==> config.mk <==
export PLATFORM = sky130hd
export DESIGN_NAME = serial_subtractor
export DESIGN_NICKNAME = d
export VERILOG_FILES = /design/src/rtl/serial_sub_pkg.sv /design/src/rtl/serial_subtractor_fsbit.sv /design/src/rtl/serial_subtractor.sv
export SDC_FILE = /design/constraint.sdc
export NUM_CORES = 1
export LEC_CHECK = 0
export ABC_CLOCK_PERIOD_IN_PS = 1400
export BUFFER_PORTS_ARGS = -buffer_cell sky130_fd_sc_hd__clkbuf_2
export CAP_MARGIN = 5
export CORE_MARGIN = 4
export CORE_UTILIZATION = 49
export DETAILED_ROUTE_END_ITERATION = 16
export GPL_ROUTABILITY_DRIVEN = 0
export HOLD_SLACK_MARGIN = 0.05
export PLACE_DENSITY = 0.86
export REMOVE_ABC_BUFFERS = 1
export SLEW_MARGIN = 10
export SYNTH_ARGS = -nofsm -noshare
export SYNTH_HDL_FRONTEND = slang
export SYNTH_SLANG_ARGS = --single-unit
==> constraint.sdc <==
create_clock -name clk -period 1.4 [get_ports clk]
set_clock_uncertainty 0.2 [all_clocks]
set_input_delay 0.14 -clock clk [delete_from_list [all_inputs] [get_ports clk]]
set_output_delay 0.14 -clock clk [all_outputs]
set_load 0.01 [all_outputs]
==> src/rtl/serial_sub_pkg.sv <==
// Shared definitions for the bit-serial subtractor: FSM state encodings and
// the counter-width helper.
package serial_sub_pkg;

    typedef logic [1:0] state_t;

    localparam state_t IDLE = 2'd0;
    localparam state_t RUN  = 2'd1;
    localparam state_t DONE = 2'd2;

    // A 1-bit operand still needs a 1-bit counter, so never return zero.
    function automatic int unsigned cnt_width(input int unsigned w);
        return (w <= 1) ? 1 : $clog2(w);
    endfunction

endpackage

==> src/rtl/serial_subtractor_fsbit.sv <==
// Single-bit full-subtractor cell: d = x - y - bi, with borrow-out bo.
module full_subtractor_bit (
    input  logic x,
    input  logic y,
    input  logic bi,
    output logic d,
    output logic bo
);

    always_comb begin
        d  = x ^ y ^ bi;
        bo = (~x & y) | (~(x ^ y) & bi);
    end

endmodule

==> src/rtl/serial_subtractor.sv <==
// Bit-serial subtractor: diff = a - b - bin, one bit per clock, LSB first,
// behind valid/ready handshakes on both the operand and result sides.
import serial_sub_pkg::*;

module serial_subtractor #(
    parameter int WIDTH = 8
) (
    input  logic             clk,
    input  logic             rst,
    input  logic             in_valid,
    output logic             in_ready,
    input  logic [WIDTH-1:0] a,
    input  logic [WIDTH-1:0] b,
    input  logic             bin,
    output logic             out_valid,
    input  logic             out_ready,
    output logic [WIDTH-1:0] diff,
    output logic             bout,
    output logic             zero
);

    localparam int CNT_W = int'(cnt_width(WIDTH));

    state_t             state;
    logic [WIDTH-1:0]   sa;
    logic [WIDTH-1:0]   sb;
    logic [WIDTH-1:0]   sd;
    logic [WIDTH-1:0]   sd_next;
    logic               br;
    logic [CNT_W-1:0]   cnt;
    logic               d_bit;
    logic               bo_bit;
    logic               last_bit;

    full_subtractor_bit u_fsb (
        .x  (sa[0]),
        .y  (sb[0]),
        .bi (br),
        .d  (d_bit),
        .bo (bo_bit)
    );

    // With a single bit there is nothing to shift down behind the new bit.
    if (WIDTH == 1) begin : g_w1
        assign sd_next = d_bit;
    end else begin : g_wn
        assign sd_next = {d_bit, sd[WIDTH-1:1]};
    end

    assign last_bit = (cnt == CNT_W'(WIDTH - 1));
    assign in_ready = (state == IDLE) && !rst;

    always_ff @(posedge clk) begin
        if (rst) begin
            state     <= IDLE;
            sa        <= '0;
            sb        <= '0;
            sd        <= '0;
            br        <= 1'b0;
            cnt       <= '0;
            diff      <= '0;
            bout      <= 1'b0;
            zero      <= 1'b0;
            out_valid <= 1'b0;
        end else begin
            case (state)
                IDLE: begin
                    if (in_valid) begin
                        sa    <= a;
                        sb    <= b;
                        br    <= bin;
                        cnt   <= '0;
                        state <= RUN;
                    end
                end
                RUN: begin
                    sa  <= sa >> 1;
                    sb  <= sb >> 1;
                    sd  <= sd_next;
                    br  <= bo_bit;
                    cnt <= cnt + CNT_W'(1);
                    if (last_bit) begin
                        diff      <= sd_next;
                        bout      <= bo_bit;
                        zero      <= (sd_next == '0);
                        out_valid <= 1'b1;
                        state     <= DONE;
                    end
                end
                DONE: begin
                    if (out_ready) begin
                        out_valid <= 1'b0;
                        state     <= IDLE;
                    end
                end
                default: state <= IDLE;
            endcase
        end
    end

endmodule

After elaboration in Yosys (flattened, before gate mapping)
Cells that the tools add are included.

word-level totals
  register bits after elaboration = 41
  input bits = 21
  logic and storage cells = 49

cells by class
  add/sub/neg operators = 1
  equal/unequal tests = 6
  multiplexer cells = 15
  bitwise operators = 7
  reduce and logical (&&, ||, !) cells = 10

operators with widths
  kind                                                 count
  one-hot mux 8 bit (2 select lines)                   2
  2-to-1 mux 8 bit                                     2
  logical NOT 8 bit                                    1
  2-to-1 mux 2 bit                                     3
  != test 2 bit, second input constant                 3
  one-hot mux 2 bit (3 select lines)                   1
  one-hot mux 3 bit (2 select lines)                   1
  AND reduction 3 bit                                  2
  one-hot mux 1 bit (2 select lines)                   2
  AND reduction 2 bit                                  2
  nonzero test 2 bit                                   2
  adder 3 x 1 -> 3 bit, second input constant          1
  equality test 3 bit, second input constant           1
  2-to-1 mux 1 bit                                     3
  2-to-1 mux 3 bit                                     1
  bitwise AND 1 bit                                    2
  equality test 2 x 1 -> 1 bit, second input constant  1
  equality test 2 bit, second input constant           1
  logical NOT 2 bit                                    1
  NOT 1 bit                                            2
  bitwise XOR 1 bit                                    2
  logical AND 1 bit                                    1
  logical NOT 1 bit                                    1
  OR 1 bit                                             1

Logic depth before layout (Yosys ltp)
  depth after elaboration = 5
  depth in mapped cells = 6

Modules after synthesis
Synthesis repeated with hierarchy kept, for this count alone.

second synthesis, totals
  cells, all modules = 178
  area total of the unflattened synthesis = 1825.5 µm²

modules (own cells, without submodules)
  module               instances  cells each  area an instance (µm²)  sequential area each (µm²)
  serial_subtractor    1          174         1794.2                  800.8
  full_subtractor_bit  1          4           31.3                    0.0

Worst setup path after synthesis
OpenSTA, ideal clock, no wires.

  path kind = reg2reg
  start point = register sb[0]
  end point = register zero
  library setup time = 70 ps
  arrival time = 1263 ps
  required time = 1130 ps
  slack = -134 ps
  stages on the path, launching flop included = 6
  path buffers = 0
  period minus slack after synthesis = 1534 ps
  cell sequence = dfxtp_1 inv_1 fa_1 nor4_1 nand3_1 a21oi_1

on the way
  longest elaborated chain between the ends = 3

ends and longest elaborated chain
  what                             line                           source
  start, declared                  serial_subtractor.sv:26        logic [WIDTH-1:0] sb;
  start signal, assigned           serial_subtractor.sv:78        sb <= sb >> 1;
  bitwise XOR 1 bit (2 in series)  serial_subtractor_fsbit.sv:11  d = x ^ y ^ bi;
  named net d_bit                  serial_subtractor.sv:31        logic d_bit;
  logical NOT 8 bit                serial_subtractor.sv:85        zero <= (sd_next == '0);
  end signal, assigned             serial_subtractor.sv:85
  end, declared                    serial_subtractor.sv:19        output logic zero

The timed path passes the listed nets, and every way through them passes these cells.
A chain may end at the register's enable or synchronous reset.

Worst setup path in the final report
  start point = register br
  end point = register zero

on the way
  longest elaborated chain between the ends = 2

ends and longest elaborated chain
  what                    line                           source
  start, declared         serial_subtractor.sv:29        logic br;
  start signal, assigned  serial_subtractor.sv:71        br <= bin;
  start signal, assigned  serial_subtractor.sv:80        br <= bo_bit;
  bitwise XOR 1 bit       serial_subtractor_fsbit.sv:11
  named net d_bit         serial_subtractor.sv:31
  logical NOT 8 bit       serial_subtractor.sv:85

The timed path passes the listed nets, and every way through them passes these cells.

==> flow_summary.toml <==
[logic_synthesis]
netlist.area_leader.share_pct = 45.91
synth_compound_area_share_pct = 25.97
synth_area_leaders = "dfxtp_1 46%, nand2_1 7.5%, a211oi_2 6.5%, nor2_1 6.0%, a21oi_1 5.7%"
synthAdderAreaFrac_pct = 2.582
synth.mux.area_fraction_pct = 0
netlist_area_sq_um = 1744
ys_seq_elements = 40
synth_largest_area_cell = "dfxtp_1"
synth-xor-area-share_pct = 0
ys_seq_area_share_pct = 45.91
synth_top_family_by_area = "compound AO/OA/AOI/OAI gates"
synth.distinct_cells = 33
syn_inst = 200
synth-simple-area-share_pct = 20.01
synth_warnings = 0
syn_area_per_cell_sq_um = 8.721

[drt]
viasPerCell = 6.182
remaining_drc_errors = 0
drt-total-wl_mm = 7.080
vias = 2009
drt_first_pass_iters = 5
routedWlPerCell_um = 21.78
drt-initial-drc-count = 327
antenna_left = 0

[finish]
antenna_cells = 0
utilization_pct = 85.23
nNetsFinal = 303
layout_common_cells = "34 x dfxtp_1, 30 x clkbuf_2, 25 x nand2_1, 25 x nor2_1, 20 x dlygate4sd3_1"
layout_commonest_cell = "dfxtp_1"
areaGrowthSynthToFinish_pct = 65.64
drive_above_1_share_pct = 52.33

[power]
ir_worst_vdd_v = 0.001331
power_density_nw_per_um2 = 978.9
leakagePower_nw = 1.194
power.total_mw = 2.828

[sta]
final-setup-viol-count = 31
final_max_slew_viol_count = 0
holdWs_ns = 0.08066
slew_headroom_pct = 68.60
worstMarginPinSlew_ns = 0.4695
post-route-min-period_ns = 1.618
rsz0062_at_grt = "true"
fmax_ghz = 0.6180
timing.final.ws_setup_ns = -0.2182
hold_viol = 0
tns_ns = -1.942
period_share_pct = 115.6

[status]
violations = "negative setup slack"
outcome = "finished, violations left"

[cts]
tritoncts = "yes"
htreeDepth = 2
cts_buffers = 5
clk_latency_ns = 0.37
clkTransAtPathRegs_ns = 0.13
clock_path_buffers = 2
cts-root-buf = "clkbuf_4"
cts_sinks = 40

[floorplanning]
num_rows = 21
initial_utilization_pct = 51.46
fp.dieArea_sq_um = 4578
io_pins = 33
die_y_um = 67.66
fp.dieW_um = 67.66
core_area_sq_um = 3390

[global_route]
grt_max_degree = 23
grt_usage_pct = 23.70
grt_pass1_wl_mm = 8.073
grt_pass1_vias = 1740
antenna_found_initial = 0
grt_overflow = 0

[job]
cap_violations = 0

[place]
io_buffer_count = 32
dp_hpwl_mm = 2.748
place_ws_ns = -0.2327

[critical_path]
critPathKind = "reg2reg"
cp_data_arrival_time_ns = 1.73
crit_fanout = 2
end_kind = "flip-flop"
worst_setup_path_start_kind = "flip-flop"
worstPathRequired_ns = 1.51

[min_path]
hold_path_class = "in2reg"
cells by family after synthesis:
kind of cell             after synthesis
flip-flops                            40
AND/OR/NAND/NOR                       80
adder cells (fa/ha/maj)                3
buffers and inverters                 18
AO/OA/AOI/OAI                         59
synth_stat cells:
cell type,n
and3b_1,1
nor3b_1,1
buf_2,5
a221oi_1,1
nand2_1,35
a22oi_1,2
o21ai_0,2
nor4_1,2
o21bai_2,1
a211oi_1,6
a2111oi_2,1
nand2b_1,2
or2_1,1
buf_4,2
inv_1,3
o22ai_1,6
inv_2,1
fa_1,1
nor3_1,2
o2bb2ai_1,10
buf_6,2
dfxtp_1,40
a211oi_2,9
a21oi_1,20
nor2_1,28
ha_1,2
o21ba_2,1
nor2b_1,4
and2b_1,1
nand3b_2,1
nand3_1,1
or3_1,1
clkbuf_1,5
per-stage QoR:
step                      area (sq um)  cells
after floorplan                   1663    186
after global placement            2041    282
after CTS                         2534    317
after global routing              2889    325
after detailed placement          2041    282
final                             2889    325
critical path, cell delays in order (launching register included):
cell	delay (ns)
dfxtp_1	0.34
inv_1	0.08
fa_2	0.46
nor4_2	0.18
nand3_1	0.15
a21oi_1	0.16
final cells by class:
class                      instances  area (sq um)
clock inverter                     2         60.06
inverter                           4         18.77
tap                               46         57.56
timing repair buffer              83         718.2
timing repair inverter             1         7.507
clock buffer                       5         37.54
sequential                        40         813.3
multi-input combinational        144          1176
fill                             145         500.5
worst paths after layout:
check                    endpoint  cells past startpoint            startpoint  slack [ns]
max             zero$_SDFFE_PP0P_                      5       br$_SDFFE_PP0P_       -0.22
min          diff[1]$_SDFFE_PP0P_                      3                   rst        0.08
max reg2reg     zero$_SDFFE_PP0P_                      5       br$_SDFFE_PP0P_       -0.22
min reg2reg  diff[5]$_SDFFE_PP0P_                      2  diff[5]$_SDFFE_PP0P_        0.27
state kept, by name, indices dropped and copies added, names as in the netlist:
register / cells
sb: 8
bout: 1
diff: 8
br: 1
cnt: 3
sd: 7
state: 2
out_valid: 1
zero: 1
sa: 8
metal layers:
layer,share of wire (%),up-vias,global-route usage [%],wire length [um]
li1,-,859,-,-
met1,37,941,29.11,2631
met2,48,167,41.31,3432
met3,9.4,42,4.160,666
met4,4.9,0,8.101,350
met5,0,-,0,0
what timing repair did:
| action | 4_1_cts | 5_1_grt |
|---|---|---|
| gates cloned | 3 | 1 |
| resized for setup | 34 | 64 |
| setup endpoints to repair | 36 | 36 |
| setup buffers | 4 | 8 |
| pin swaps | 5 | 37 |
| hold buffers | 21 | 0 |
| hold endpoints to repair | 25 | 0 |
power by group:
group	switching (mW)	internal, mW	total (mW)
Sequential	0.0583	1.20	1.25
Combinational	0.307	0.319	0.625
Clock	0.402	0.547	0.949
No activity file was read; power rests on OpenSTA's default activity.
